$ cat config.mk
export PLATFORM = sky130hd
export DESIGN_NAME = cnv_ctrl
export DESIGN_NICKNAME = d
export VERILOG_FILES = /design/src/rtl/cnv_pkg.sv /design/src/rtl/cnv_scan_cnt.sv /design/src/rtl/cnv_ctrl.sv
export SDC_FILE = /design/constraint.sdc
export NUM_CORES = 1
export LEC_CHECK = 0
export CORE_AREA = 2 2 100 102
export CTS_CLUSTER_SIZE = 14
export DETAILED_ROUTE_END_ITERATION = 16
export DIE_AREA = 0 0 102 104
export PLACE_DENSITY_LB_ADDON = 0.1
export RECOVER_POWER = 25
export SLEW_MARGIN = 10
export SYNTH_ARGS = -nofsm -noshare
export SYNTH_HDL_FRONTEND = slang
export SYNTH_SLANG_ARGS = --single-unit
$ cat constraint.sdc
create_clock -name clk -period 5 [get_ports clk]
set_clock_uncertainty 0.1 [all_clocks]
set_input_delay 0.75 -clock clk [delete_from_list [all_inputs] [get_ports clk]]
set_output_delay 0.75 -clock clk [all_outputs]
set_load 0.1 [all_outputs]
$ cat src/rtl/cnv_pkg.sv
// ---------------------------------------------------------------------------
// cnv_pkg
// Shared definitions for the convolution frame controller:
//   - cnv_state_e : frame controller FSM states
//   - coord_t     : 12-bit pixel coordinate type used for row/col
//   - CNV_WIDTH_DEF / CNV_HEIGHT_DEF : default frame geometry
//   - coord_is_max() : true when a coordinate sits on the last index of a range
// ---------------------------------------------------------------------------
package cnv_pkg;

    localparam int CNV_WIDTH_DEF  = 320;
    localparam int CNV_HEIGHT_DEF = 320;
    localparam int CNV_COORD_W    = 12;

    typedef logic [CNV_COORD_W-1:0] coord_t;

    typedef enum logic [1:0] {
        ST_IDLE  = 2'd0,
        ST_RUN   = 2'd1,
        ST_DRAIN = 2'd2,
        ST_DONE  = 2'd3
    } cnv_state_e;

    // True when c is the last valid index of a range of length lim.
    function automatic logic coord_is_max(input coord_t c, input int unsigned lim);
        return (c == coord_t'(lim - 32'd1));
    endfunction

endpackage

$ cat src/rtl/cnv_scan_cnt.sv
// ---------------------------------------------------------------------------
// cnv_scan_cnt
// Raster-order row/column counter for one frame of WIDTH x HEIGHT pixels.
// The counter holds once it reaches the final pixel so the last coordinate
// stays visible to the datapath while the controller drains.
//
// Ports:
//   clk    in   rising-edge clock
//   rst    in   synchronous active-high reset
//   enable in   advance one pixel (one issue this cycle)
//   clear  in   return to (0,0); has priority over enable
//   row    out  current row    (registered)
//   col    out  current column (registered)
//   last   out  (row,col) is the final pixel of the frame
// ---------------------------------------------------------------------------
module cnv_scan_cnt
    import cnv_pkg::*;
#(
    parameter int WIDTH  = CNV_WIDTH_DEF,
    parameter int HEIGHT = CNV_HEIGHT_DEF
) (
    input  logic   clk,
    input  logic   rst,
    input  logic   enable,
    input  logic   clear,
    output coord_t row,
    output coord_t col,
    output logic   last
);

    coord_t r_row;
    coord_t r_col;
    logic   w_col_end;
    logic   w_row_end;

    assign w_col_end = coord_is_max(r_col, WIDTH);
    assign w_row_end = coord_is_max(r_row, HEIGHT);
    assign last      = w_col_end & w_row_end;
    assign row       = r_row;
    assign col       = r_col;

    // Raster position: column wraps into the next row; final pixel holds.
    always_ff @(posedge clk) begin
        if (rst) begin
            r_row <= 12'd0;
            r_col <= 12'd0;
        end else if (clear) begin
            r_row <= 12'd0;
            r_col <= 12'd0;
        end else if (enable && !last) begin
            if (w_col_end) begin
                r_col <= 12'd0;
                r_row <= r_row + 12'd1;
            end else begin
                r_col <= r_col + 12'd1;
            end
        end else begin
            r_row <= r_row;
            r_col <= r_col;
        end
    end

endmodule

$ cat src/rtl/cnv_ctrl.sv
// ---------------------------------------------------------------------------
// cnv_ctrl
// Frame controller for the convolution datapath. On start it scans every
// pixel of a WIDTH x HEIGHT frame in raster order, issuing one pixel per
// non-stalled cycle, then waits for all issued pixels to return a mac_vld
// before pulsing done.
//
// Optional feature (macro CNV_CTRL_PERF_EN): adds output stall_cyc, a
// saturating count of RUN cycles spent stalled, cleared on accepted start.
//
// Ports:
//   clk       in   rising-edge clock
//   rst       in   synchronous active-high reset
//   start     in   frame start request (accepted only in IDLE)
//   abort     in   frame abort request (forces IDLE, wins over start)
//   stall     in   downstream not ready; scan position holds
//   mac_vld   in   result strobe returned by the datapath
//   row/col   out  pixel coordinate being issued
//   data_run  out  issue strobe (RUN and not stalled)
//   busy      out  high in RUN or DRAIN
//   done      out  one-cycle frame-complete pulse
//   out_cnt   out  mac_vld strobes received in the current frame
//   err       out  sticky protocol error
//   stall_cyc out  stalled RUN cycles (CNV_CTRL_PERF_EN only)
// ---------------------------------------------------------------------------
module cnv_ctrl
    import cnv_pkg::*;
#(
    parameter int WIDTH  = CNV_WIDTH_DEF,
    parameter int HEIGHT = CNV_HEIGHT_DEF,
    parameter int OUT_W  = 17
) (
    input  logic             clk,
    input  logic             rst,
    input  logic             start,
    input  logic             abort,
    input  logic             stall,
    input  logic             mac_vld,
    output coord_t           row,
    output coord_t           col,
    output logic             data_run,
    output logic             busy,
    output logic             done,
    output logic [OUT_W-1:0] out_cnt,
    output logic             err
`ifdef CNV_CTRL_PERF_EN
    ,
    output logic [31:0]      stall_cyc
`endif
);

    cnv_state_e       r_state;
    cnv_state_e       w_state_nxt;
    logic             r_busy;
    logic             r_done;
    logic             r_err;
    logic [OUT_W-1:0] r_out_cnt;
    logic [OUT_W-1:0] r_outs;
    logic [OUT_W-1:0] w_outs_nxt;

    logic             w_in_run;
    logic             w_issue;
    logic             w_start_acc;
    logic             w_mac_dec;
    logic             w_err_set;
    logic             w_scan_clr;
    logic             w_scan_last;
    coord_t           w_row;
    coord_t           w_col;

    assign w_in_run    = (r_state == ST_RUN);
    // Issue is qualified by the live stall so the datapath sees the pixel
    // in the same cycle the controller commits to it.
    assign w_issue     = w_in_run & ~stall;
    assign w_start_acc = start & ~abort & (r_state == ST_IDLE);
    // A strobe with nothing outstanding is a protocol error, not a decrement.
    assign w_mac_dec   = mac_vld & (r_outs != {OUT_W{1'b0}});
    assign w_err_set   = (mac_vld & (r_outs == {OUT_W{1'b0}}))
                       | (start & (r_state != ST_IDLE));
    assign w_scan_clr  = abort | w_start_acc;

    cnv_scan_cnt #(
        .WIDTH  (WIDTH),
        .HEIGHT (HEIGHT)
    ) u_scan (
        .clk    (clk),
        .rst    (rst),
        .enable (w_issue),
        .clear  (w_scan_clr),
        .row    (w_row),
        .col    (w_col),
        .last   (w_scan_last)
    );

    // Outstanding-result counter next value: +1 per issue, -1 per result.
    always_comb begin
        w_outs_nxt = r_outs;
        case ({w_issue, w_mac_dec})
            2'b10:   w_outs_nxt = r_outs + OUT_W'(1'b1);
            2'b01:   w_outs_nxt = r_outs - OUT_W'(1'b1);
            default: w_outs_nxt = r_outs;
        endcase
    end

    // FSM next-state; DRAIN looks at the post-update outstanding count so
    // done follows the final result by exactly one cycle.
    always_comb begin
        w_state_nxt = r_state;
        if (abort) begin
            w_state_nxt = ST_IDLE;
        end else begin
            case (r_state)
                ST_IDLE: begin
                    if (start) begin
                        w_state_nxt = ST_RUN;
                    end else begin
                        w_state_nxt = ST_IDLE;
                    end
                end
                ST_RUN: begin
                    if (w_issue && w_scan_last) begin
                        w_state_nxt = ST_DRAIN;
                    end else begin
                        w_state_nxt = ST_RUN;
                    end
                end
                ST_DRAIN: begin
                    if (w_outs_nxt == {OUT_W{1'b0}}) begin
                        w_state_nxt = ST_DONE;
                    end else begin
                        w_state_nxt = ST_DRAIN;
                    end
                end
                ST_DONE: w_state_nxt = ST_IDLE;
                default: w_state_nxt = ST_IDLE;
            endcase
        end
    end

    // FSM state register.
    always_ff @(posedge clk) begin
        if (rst) begin
            r_state <= ST_IDLE;
        end else begin
            r_state <= w_state_nxt;
        end
    end

    // Registered status flags decoded from the upcoming state.
    always_ff @(posedge clk) begin
        if (rst) begin
            r_busy <= 1'b0;
            r_done <= 1'b0;
        end else begin
            r_busy <= (w_state_nxt == ST_RUN) || (w_state_nxt == ST_DRAIN);
            r_done <= (w_state_nxt == ST_DONE);
        end
    end

    // Outstanding results; abort and a new frame both discard in-flight work.
    always_ff @(posedge clk) begin
        if (rst) begin
            r_outs <= {OUT_W{1'b0}};
        end else if (abort || w_start_acc) begin
            r_outs <= {OUT_W{1'b0}};
        end else begin
            r_outs <= w_outs_nxt;
        end
    end

    // Result counter: counts strobes while busy, held across IDLE and abort.
    always_ff @(posedge clk) begin
        if (rst) begin
            r_out_cnt <= {OUT_W{1'b0}};
        end else if (w_start_acc) begin
            r_out_cnt <= {OUT_W{1'b0}};
        end else if (mac_vld && r_busy) begin
            r_out_cnt <= r_out_cnt + OUT_W'(1'b1);
        end else begin
            r_out_cnt <= r_out_cnt;
        end
    end

    // Sticky error flag, cleared only by reset or an accepted start.
    always_ff @(posedge clk) begin
        if (rst) begin
            r_err <= 1'b0;
        end else if (w_start_acc) begin
            r_err <= 1'b0;
        end else if (w_err_set) begin
            r_err <= 1'b1;
        end else begin
            r_err <= r_err;
        end
    end

`ifdef CNV_CTRL_PERF_EN
    logic [31:0] r_stall_cyc;

    // Saturating count of stalled RUN cycles.
    always_ff @(posedge clk) begin
        if (rst) begin
            r_stall_cyc <= 32'd0;
        end else if (w_start_acc) begin
            r_stall_cyc <= 32'd0;
        end else if (w_in_run && stall && (r_stall_cyc != 32'hFFFF_FFFF)) begin
            r_stall_cyc <= r_stall_cyc + 32'd1;
        end else begin
            r_stall_cyc <= r_stall_cyc;
        end
    end

    assign stall_cyc = r_stall_cyc;
`endif

    assign row      = w_row;
    assign col      = w_col;
    assign data_run = w_issue;
    assign busy     = r_busy;
    assign done     = r_done;
    assign out_cnt  = r_out_cnt;
    assign err      = r_err;

endmodule

==> flow_summary.json, run 1 <==
{
  "synth_top_area_frac": 0.341,
  "ys_seq_area_frac": 0.341,
  "min_path_type": "flop to flop",
  "r2r-end": "busy",
  "htreeDepth": 3,
  "drv_slew": 0,
  "synth_area_mm2": 0.00369,
  "ant_nets": 0,
  "numCtsBuffers": 9,
  "swShare": 0.270,
  "synth_top_cell_by_area": "dfxtp_1",
  "yosys-top-cells-area": "dfxtp_1 (34%), nor2_1 (7.1%), xor2_1 (6.9%), ha_1 (6.8%), nand2_1 (3.9%)",
  "n_antenna_cell": 0,
  "tightest_slew_ps": 1320,
  "wl_um": 9150,
  "grt_pass1_vias": 3112,
  "antenna_found_initial": 0,
  "status": "completed",
  "rr_startpoint": "r_outs[2]",
  "max_freq_ghz": 0.215,
  "rows": 36,
  "gp_congestion": 0.848,
  "synth_edf_count": 0,
  "drive_above_1_share": 0.0789,
  "p_sw_uw": 308,
  "drt_iter0_drc": 178,
  "grt_pass1_wl_um": 15200,
  "pwr-share-clk": 0.449,
  "io_buffers": 50,
  "p_seq_frac": 0.446,
  "cts_tree": "built",
  "fin_area_mm2": 0.00461,
  "hold_start": "err",
  "die_x_um": 102,
  "nets": 529,
  "p_leak_nw": 1.67,
  "pin_count": 51,
  "synth-async-reset-ratio": 0,
  "dieArea_mm2": 0.0106,
  "grt_max_degree": 29,
  "path_max_fanout": 10,
  "dp_hpwl_um": 6830,
  "slew_headroom": 0.121,
  "clock-sinks": 63,
  "core_mm2": 0.00955,
  "area_growth_pct": 24.7,
  "rr_worst_depth": 16,
  "cp.arrival_ps": 4780,
  "cap_viol_max_count": 0,
  "min_to": "err",
  "clkTransAtPathRegs_ps": 80,
  "finalCriticalPeriod_ps": 4650,
  "hold_violations": 0,
  "avgSynthCellArea_um2": 8.23,
  "yosys.cell_types.count": 60,
  "ctsHoldBuffers": 0,
  "intPower_uw": 833,
  "die_height_um": 104,
  "r2r_slack_ps": 350,
  "synthesis.nets": 476,
  "peakVddDrop_mv": 0.139,
  "ys.flop_type": "dfxtp_1",
  "whs_path_depth": 2,
  "grt.total_usage": 0.178,
  "initial_core_util": 0.387,
  "syn_inst": 449,
  "cts.path.max_buffers": 2,
  "grt_overflow": 0,
  "ys_top_cells_by_count": "nor2_1 (70), dfxtp_1 (63), nand2_1 (38), xor2_1 (29), a21oi_1 (25)",
  "p_comb_frac": 0.106,
  "insertion_delay_ps": 340,
  "wl_per_cell_um": 14.3,
  "placed_area_mm2": 0.00437,
  "critical_path.startpoint": "r_outs[2]",
  "path_class": "flop to flop",
  "critPathCaptureType": "flop",
  "drc": 0,
  "startpoint_type": "flop",
  "cp.required_ps": 5130,
  "p_per_area_mw_per_mm2": 248,
  "synth-seq-cells": 63,
  "final-setup-viol-count": 0,
  "vias": 3314,
  "rsz0062_at_grt": "no",
  "synth.most_common_cell": "nor2_1",
  "root_buffer": "clkbuf_8",
  "ys.warnings.count": 0,
  "dr.pass1.iters": 4,
  "setup_tns_ps": 0,
  "fin_crit_sh": 0.930,
  "vias_per_cell": 5.18
}
-- area by class of cell --
cell class	instances	area (um^2)
Clock inverter	7	103
Timing Repair Buffer	59	564
Multi-Input combinational cell	360	2350
Sequential cell	63	1260
Fill cell	987	4940
Clock buffer	9	124
Inverter	9	33.8
Tap cell	133	166
-- metal layers --
metal | track usage | vias to the layer above | share of wire
li1 | - | 1710 | -
met1 | 0.248 | 1522 | 0.49
met2 | 0.273 | 72 | 0.46
met3 | 0.0417 | 10 | 0.043
met4 | 0.0495 | 0 | 0.012
met5 | 0 | - | 0
-- power groups by stage --
stage | logic, mW | clock network (mW) | registers [mW]
after global routing | 0.132 | 0.550 | 0.509
after CTS | 0.120 | 0.526 | 0.508
after floorplan | 0.0729 | 0 | 0.531
final | 0.121 | 0.512 | 0.508
after detailed placement | 0.119 | 0 | 0.520
after global placement | 0.119 | 0 | 0.520
-- metrics by stage --
stage               cells   util  total power [mW]  worst slack (ps)  hold WS [ps]
global placement      624  0.458             0.639               159           385
finish                640  0.482              1.14               352           392
detailed placement    624  0.458             0.640              50.2           381
global route          640  0.482              1.19              56.7           430
CTS                   640  0.482              1.15               187           391
floorplan             449      -             0.604              8.50           354
-- logic make-up after synthesis --
kind of cell | count (synthesis) | synth area share
XOR/XNOR | 45 | 0.107
buffers and inverters | 26 | 0.0278
multiplexers | 5 | 0.0142
adder cells (fa/ha/maj) | 21 | 0.0731
flip-flops | 63 | 0.341
AO/OA/AOI/OAI | 82 | 0.154
AND/OR/NAND/NOR | 207 | 0.283
-- cells in the final DEF (no fill, tap or decap), drive strengths merged, types with 3 or more instances in the layout --
master         instances
nor3b                  5
o21a                   5
dfxtp                 63
xor2                  29
nand4                 12
or3                    6
o31ai                  3
nand3                 24
and2                   3
nor4                   4
a21oi                 27
a31oi                  3
nand2                 38
ha                    20
mux2i                  3
nor2                  70
nor2b                  8
clkdlybuf4s50         49
o211ai                 3
clkbuf                10
buf                    8
o21ai                 15
nor3                   6
a21o                   6
nand2b                 5
a211oi                 3
xnor2                 16
or2                    3
and3                  10
and4                   4
a2111oi                3
nor4b                  3
inv                   13
-- sequential cells by signal (all words and copies together), names as in the netlist --
name / cells
r_outs: 17
out_cnt: 17
u_scan.row: 12
busy: 1
err: 1
u_scan.col: 12
done: 1
r_state: 2
-- worst max path at each step --
stage                 to  slack [ps]  cells after the start
global placement    busy         160                     15
detailed placement  busy          50                     15
finish              busy         350                     16
floorplan           busy           8                     14
CTS                 busy         190                     16
global route        busy          60                     16
-- critical path, cell delays in order, from the launching register on --
cell and delay, ps:
dfxtp_1 350, or4_1 520, nor4_1 230, and4_1 270, nor2b_1 70, ha_2 250
fa_1 450, a211oi_2 280, o211ai_1 160, a2111o_1 450, nand2_1 110, mux2_2 340
xnor2_1 150, a41oi_1 310, nor2_1 80, ha_1 290, nor2b_1 130
-- repair_timing --
item                                    in CTS  in global routing
resized for setup                            0                  4
setup buffers                                0                  0
endpoints found under the setup margin       0                  2
No activity file was read; power rests on OpenSTA's default activity.
==> inputs of run 2 (changes only) <==
--- a/config.mk
+++ b/config.mk
@@ -5,6 +5,7 @@
 export SDC_FILE = /design/constraint.sdc
 export NUM_CORES = 1
 export LEC_CHECK = 0
+export CAP_MARGIN = 20
 export CORE_AREA = 2 2 100 102
 export CTS_CLUSTER_SIZE = 14
 export DETAILED_ROUTE_END_ITERATION = 16
==> results of run 2 <==
Same layout as run 1: the final DEF is identical, and so are final timing and power.
